### config.mk
export PLATFORM = sky130hd
export DESIGN_NAME = popcount_frame_accum
export DESIGN_NICKNAME = d
export VERILOG_FILES = /design/src/rtl/popcount_pkg.sv /design/src/rtl/popcount_lane.sv /design/src/rtl/popcount_frame_accum.sv
export SDC_FILE = /design/constraint.sdc
export NUM_CORES = 1
export LEC_CHECK = 0
export CAP_MARGIN = 5
export CORE_ASPECT_RATIO = 0.8
export CORE_MARGIN = 2
export CORE_UTILIZATION = 40
export DETAILED_ROUTE_END_ITERATION = 6
export PLACE_DENSITY_LB_ADDON = 0.1
export SETUP_SLACK_MARGIN = 0.15
export SYNTH_ARGS = -nofsm -noshare
export SYNTH_HDL_FRONTEND = slang
export SYNTH_SLANG_ARGS = --single-unit
### constraint.sdc
create_clock -name clk -period 3.2 [get_ports clk]
set_input_delay 0.64 -clock clk [delete_from_list [all_inputs] [get_ports clk]]
set_output_delay 0.64 -clock clk [all_outputs]
set_load 0.03 [all_outputs]
### src/rtl/popcount_pkg.sv
// Shared types and helpers for the popcount frame accumulator.
// Holds the FSM state type, a width-generic popcount and the default-width result record.
package popcount_pkg;

    typedef enum logic {
        ACCUM = 1'b0,
        HOLD  = 1'b1
    } state_t;

    localparam int POP_MAX_W = 32;

    localparam int DEF_IN_W      = 3;
    localparam int DEF_FRAME_LEN = 8;
    localparam int DEF_SUM_W     = $clog2(DEF_FRAME_LEN * DEF_IN_W + 1);
    localparam int DEF_CNT_W     = $clog2(DEF_FRAME_LEN + 1);

    // Frame result at the default parameterisation.
    typedef struct packed {
        logic [DEF_SUM_W-1:0] sum;
        logic [DEF_CNT_W-1:0] beats;
        logic                 short_frame;
    } popacc_result_t;

    // Counts the set bits among the low 'width' bits of 'word'.
    function automatic int unsigned popcount(input logic [POP_MAX_W-1:0] word,
                                             input int unsigned width);
        int unsigned total;
        total = 0;
        for (int unsigned i = 0; i < POP_MAX_W; i++) begin
            if ((i < width) && word[i]) begin
                total = total + 1;
            end
        end
        return total;
    endfunction

endpackage

### src/rtl/popcount_lane.sv
// Combinational IN_W-bit population count lane.
module popcount_lane
    import popcount_pkg::*;
#(
    parameter int IN_W  = 3,
    parameter int POP_W = $clog2(IN_W + 1)
) (
    input  logic [IN_W-1:0]  data,
    output logic [POP_W-1:0] count
);

    always_comb begin
        count = POP_W'(popcount(POP_MAX_W'(data), IN_W));
    end

endmodule

### src/rtl/popcount_frame_accum.sv
// Accumulates per-word popcounts over frames of up to FRAME_LEN beats and presents the total.
// Optional macro POPACC_BYPASS_EN lets a new frame start in the cycle the held result is taken.
module popcount_frame_accum
    import popcount_pkg::*;
#(
    parameter int IN_W      = 3,
    parameter int FRAME_LEN = 8,
    parameter int SUM_W     = $clog2(FRAME_LEN * IN_W + 1),
    parameter int CNT_W     = $clog2(FRAME_LEN + 1)
) (
    input  logic             clk,
    input  logic             reset,
    input  logic             in_valid,
    output logic             in_ready,
    input  logic [IN_W-1:0]  in_data,
    input  logic             in_last,
    output logic             out_valid,
    input  logic             out_ready,
    output logic [SUM_W-1:0] out_sum,
    output logic [CNT_W-1:0] out_beats,
    output logic             out_short
);

    localparam int               POP_W    = $clog2(IN_W + 1);
    localparam logic [CNT_W-1:0] LAST_CNT = CNT_W'(FRAME_LEN - 1);

    typedef struct packed {
        logic [SUM_W-1:0] sum;
        logic [CNT_W-1:0] beats;
        logic             short_frame;
    } result_t;

    state_t           state_q, state_d;
    logic [SUM_W-1:0] acc_q, acc_d;
    logic [CNT_W-1:0] cnt_q, cnt_d;
    result_t          res_q, res_d;

    logic [POP_W-1:0] pop;
    logic [SUM_W-1:0] pop_ext;
    logic             in_fire;
    logic             out_fire;
    logic             closing;

    popcount_lane #(
        .IN_W  (IN_W),
        .POP_W (POP_W)
    ) u_lane (
        .data  (in_data),
        .count (pop)
    );

    assign pop_ext = SUM_W'(pop);

    always_comb begin
        in_ready = 1'b0;
        if (!reset) begin
            if (state_q == ACCUM) begin
                in_ready = 1'b1;
            end else begin
`ifdef POPACC_BYPASS_EN
                in_ready = out_ready;
`else
                in_ready = 1'b0;
`endif
            end
        end
    end

    assign out_valid = (state_q == HOLD);
    assign in_fire   = in_valid & in_ready;
    assign out_fire  = out_valid & out_ready;
    assign closing   = (cnt_q == LAST_CNT) || in_last;

    // acc and cnt are always zero in HOLD, so a bypass beat reuses the ACCUM path.
    always_comb begin
        state_d = state_q;
        acc_d   = acc_q;
        cnt_d   = cnt_q;
        res_d   = res_q;
        if ((state_q == HOLD) && out_fire) begin
            state_d = ACCUM;
        end
        if (in_fire) begin
            if (closing) begin
                res_d.sum         = acc_q + pop_ext;
                res_d.beats       = cnt_q + CNT_W'(1);
                res_d.short_frame = (cnt_q != LAST_CNT);
                acc_d             = '0;
                cnt_d             = '0;
                state_d           = HOLD;
            end else begin
                acc_d = acc_q + pop_ext;
                cnt_d = cnt_q + CNT_W'(1);
            end
        end
    end

    always_ff @(posedge clk) begin
        if (reset) begin
            state_q <= ACCUM;
            acc_q   <= '0;
            cnt_q   <= '0;
            res_q   <= '0;
        end else begin
            state_q <= state_d;
            acc_q   <= acc_d;
            cnt_q   <= cnt_d;
            res_q   <= res_d;
        end
    end

    assign out_sum   = res_q.sum;
    assign out_beats = res_q.beats;
    assign out_short = res_q.short_frame;

endmodule

Yosys cells after proc, flatten, opt, wreduce, memory -nomap -nowiden
Index checks and enable logic that the tools add are counted.
{"block": "totals", "reg_bits": 20, "input_bits": 8, "out_inout_bits": 12, "word_cells": 27}
{"block": "op_classes", "n_addsub": 4, "n_eq_ne": 2, "muxes": 10, "bitwise": 2, "reduce_logical": 3}
{"op": "$mux 1", "n": 6}
{"op": "$add 5x2->5", "n": 1}
{"op": "$mux 5", "n": 1}
{"op": "$add 4x1->4 const B", "n": 1}
{"op": "$eq 4x3->1 const B", "n": 1}
{"op": "$mux 2", "n": 2}
{"op": "$mux 4", "n": 1}
{"op": "$ne 4x3->1 const B", "n": 1}
{"op": "$add 1x1->2 const B", "n": 1}
{"op": "$add 2x1->2 const B", "n": 1}
{"op": "$and 1x1->1", "n": 2}
{"op": "$reduce_and 2->1", "n": 1}
{"op": "$logic_and 1x1->1", "n": 1}
{"op": "$logic_or 1x1->1", "n": 1}

Longest topological paths before layout
Gate-level depths: netlist (run 1).
{"block": "logic_depth", "depth_word": 7, "mapped_depth": 9, "mapped_depth_nobuf": 9}

Cells and area by module
Synthesis (run 1) repeated with hierarchy kept, for this count alone.
{"block": "hier_totals", "hier_cells": 111, "hier_area_um2": 1007.2}
{"module": "popcount_frame_accum", "instances": 1, "cells_each": 104, "area_each_um2": 952.2, "seq_area_each_um2": 400.4}
{"module": "popcount_lane", "instances": 1, "cells_each": 7, "area_each_um2": 55.1, "seq_area_each_um2": 0.0}

Worst setup path before layout (run 1)
OpenSTA, ideal clock, no wires.
{"block": "synth_timing", "kind": "in2reg", "startpoint": "input in_data[0]", "endpoint": "register res_q (netlist bit out_sum[4])", "setup_time_ps": 115, "t_arrival_ps": 2386, "required_ps": 3085, "setup_slack_ps": 699, "path_stages": 9, "n_path_buf": 0, "cell_sequence": "inv_1 > ha_1 > xor2_1 > ha_1 > inv_1 > fa_1 > nand3b_1 > xnor2_1 > a2111oi_0"}
{"block": "synth_via", "elab_chain_cells": 6}
{"element": "start: declaration", "line": "popcount_frame_accum.sv:15", "text": "input logic [IN_W-1:0] in_data,"}
{"element": "$mux 1 (*)", "line": "popcount_pkg.sv:30", "text": "if ((i < width) && word[i]) begin"}
{"element": "$add 1x1->2", "line": "popcount_pkg.sv:31", "text": "total = total + 1;"}
{"element": "$mux 2 (*)", "line": "popcount_pkg.sv:30"}
{"element": "$add 2x1->2", "line": "popcount_pkg.sv:31"}
{"element": "$mux 2 (*)", "line": "popcount_pkg.sv:30"}
{"element": "$add 5x2->5 (*)", "line": "popcount_frame_accum.sv:85", "text": "res_d.sum = acc_q + pop_ext;"}
{"element": "end signal: assignment", "line": "popcount_frame_accum.sv:108", "text": "res_q <= res_d;"}
{"element": "end: declaration", "line": "popcount_frame_accum.sv:36", "text": "result_t res_q, res_d;"}
Mark *: on every way between the ends. The rest lies on a longest branch, timed or not.
A chain may end at the register's enable or synchronous reset.

Worst setup path in the final report (run 1)
Ends and elaborated chain as after synthesis.

==> results of run 1 <==
## worst max-delay path: stages
cell and delay (ps):
clkdlybuf4s50_1 490, inv_1 60, ha_1 300, xor2_1 150, ha_1 200, inv_1 60
fa_1 380, nand3b_1 200, xnor2_1 180, a2111oi_1 420
## layout by cell type, fill, tap and decap left out, drive strengths merged, types with 3 or more instances in the layout
| cell | count |
|---|---|
| dfxtp | 20 |
| a2111oi | 3 |
| o21ai | 3 |
| nor2 | 7 |
| nor3 | 3 |
| xnor2 | 3 |
| mux2i | 5 |
| clkbuf | 3 |
| nand3 | 4 |
| nand4 | 4 |
| nand2b | 5 |
| inv | 9 |
| nor2b | 3 |
| buf | 4 |
| a21oi | 8 |
| nand2 | 6 |
| nand3b | 3 |
| ha | 5 |
| clkdlybuf4s50 | 19 |
## cell type report
type / instances / area, µm² / area share [%]
Tap cell: 36 / 45.0 / 3.52
Timing Repair Buffer: 23 / 220 / 17.2
Multi-Input combinational cell: 78 / 559 / 43.7
Sequential cell: 20 / 400 / 31.2
Clock buffer: 3 / 22.5 / 1.76
Inverter: 9 / 33.8 / 2.64
## path summary, 6_finish.rpt
path                                   end  cells past startpoint        from  slack, ps
worst max-delay path            out_sum[4]                     10  in_data[0]        310
worst min-delay path              acc_q[0]                      2    acc_q[0]        480
worst max register to register  out_sum[4]                      6    acc_q[0]       1310
worst min register to register    acc_q[0]                      2    acc_q[0]        480
## report_power, final
group | leakage (µW) | switching, µW | internal (µW)
registers | 0.000162 | 5.55 | 257
clock network | 0.0000138 | 75.9 | 43.9
logic | 0.000318 | 48.3 | 40.4
## logic make-up after synthesis
logic type	Yosys count	synth area share, %
AND/OR/NAND/NOR	40	22.2
AO/OA/AOI/OAI	20	13.0
flip-flops	20	39.2
buffers and inverters	16	6.13
multiplexers	7	7.11
adder cells (fa/ha/maj)	6	8.09
XOR/XNOR	5	4.29
## per-stage QoR
stage | hold slack, ps | area [µm²]
6_report | 477 | 1280
5_1_grt | 502 | 1280
4_1_cts | 482 | 1280
3_5_place_dp | 468 | 1260
3_3_place_gp | 459 | 1260
2_1_floorplan | 436 | 1020
## per-layer routing
layer  routed length [µm]  up-vias  GRT usage (%)
li1                     -      439              -
met1                 1160      392           22.4
met2                 1030       19           26.3
met3                   94        2           5.04
met4                   13        0           4.35
met5                    0        -              0
## flip-flops by register name, summed over array words and instances, names as in the netlist
register / cells
out_sum: 5
acc_q: 5
out_beats: 4
cnt_q: 4
out_short: 1
out_valid: 1
## timing repair
action	in CTS	in global routing
gates resized for setup	0	1
hold endpoints to repair	0	0
endpoints found under the setup margin	0	1
==> results.py, run 1 <==
metrics = {
    "worst_setup_path": {
        "critPathKind": "primary input to register",
        "endpoint_kind": "register",
        "required_ps": 3380,
        "cp_max_fo": 3,
        "cp.arrival_ps": 3070,
        "startpoint_type": "primary input",
    },
    "global_routing": {
        "grt_pass1_vias": 806,
        "overflow": 0,
        "grt_pass1_wl_um": 3750,
        "grt_usage_pct": 16.8,
        "grt_max_degree": 14,
        "antenna_found_initial": 0,
    },
    "cts": {
        "cts.sinks": 20,
        "clk_pin_slew_ps": 110,
        "cts_tree": "yes",
        "cts_hold_buf": 0,
        "clkLatencyLatePin_ps": 300,
        "root_buffer": "clkbuf_4",
        "postCtsSetupBuffers": 0,
        "cts_buffer_depth": 2,
        "cts_buffers": 3,
        "cts_max_level": 1,
    },
    "synth": {
        "synth_fp_nets": 128,
        "synth_area_leader_cell": "dfxtp_1",
        "synth_cell_types": 31,
        "synth_area_um2": 1020,
        "synth.area.top_cells": "dfxtp_1 39%, ha_1 6.1%, mux2i_1 4.9%",
        "synth-edff-count": 0,
        "synth.top_cell.area_share_pct": 39.2,
        "ys_warn_count": 0,
        "synth_most_common_cell": "dfxtp_1",
        "yosysSeqAreaShare_pct": 39.2,
        "netlist_instances": 114,
        "synth_flop_cell": "dfxtp_1",
        "synth-seq-cells": 20,
        "synthTopCellsByCount": "20 x dfxtp_1, 9 x inv_1, 8 x a21oi_1, 7 x nor2_1, 6 x nand2_1",
        "synthArstFlopShare_pct": 0,
        "syn_avg_cell_area_um2": 8.96,
    },
    "route": {
        "dr.pass1.iters": 3,
        "drc": 0,
        "ant_nets": 0,
        "routed_via_density": 5.04,
        "routed-via-count": 852,
        "routed_wl_um": 2300,
        "wl_per_cell_um": 13.6,
        "initialDrtViolationCount": 16,
    },
    "cells_and_area": {
        "drive_above_1_share_pct": 8.27,
        "stdcell_count": 169,
        "num-fill-cells": 249,
        "fin_nets": 149,
        "fin_util_pct": 52.5,
        "insertedDiodeCount": 0,
        "syn_to_final_growth_pct": 25.5,
    },
    "timing": {
        "setup_viol": 0,
        "fin_ws_ps": 309,
        "period_minus_slack_ps": 2890,
        "fin_skew_ps": 5.08,
        "tightestPinTransition_ps": 456,
        "finalSetupTns_ps": 0,
        "fmax_mhz": 346,
        "drv_slew": 0,
        "hold_viol": 0,
        "rsz0062_at_grt": "false",
        "period_share_pct": 90.3,
        "slew_headroom_pct": 68.8,
    },
    "power_and_ir_drop": {
        "ir_drop_mv": 0.218,
        "power.static_leakage_uw": 0.000494,
        "power.density_nw_per_um2": 368,
        "p_total_uw": 471,
    },
    "floorplanning": {
        "io_pins": 20,
        "dieHeight_um": 49.2,
        "dieArea_um2": 2980,
        "core_area_um2": 2440,
        "start_util_pct": 41.8,
        "rows": 16,
        "die_x_um": 60.5,
    },
    "placed_design": {
        "post-dp-hpwl_um": 1640,
        "place_inst": 166,
        "gp_congestion": 0.756,
        "io_buffers": 19,
        "post-place-ws_ps": 15.6,
    },
    "status": {
        "outcome": "completed",
    },
    "flow_run": {
        "maxCapViolations": 0,
    },
    "hold_path": {
        "hold_path.class": "register to register",
    },
}
(Power assumes the default switching activity.)
==> run 2: changes to the inputs <==
CTS_BUF_LIST = sky130_fd_sc_hd__clkbuf_2 sky130_fd_sc_hd__clkbuf_4 sky130_fd_sc_hd__clkbuf_8   (was default)
==> results of run 2 <==
Same layout as run 1: the final DEF is identical, and so are final timing and power.
==> run 3: changes to the inputs <==
CTS_CLUSTER_SIZE = 28   (was default)
==> results of run 3 <==
Same layout as run 1: the final DEF is identical, and so are final timing and power.
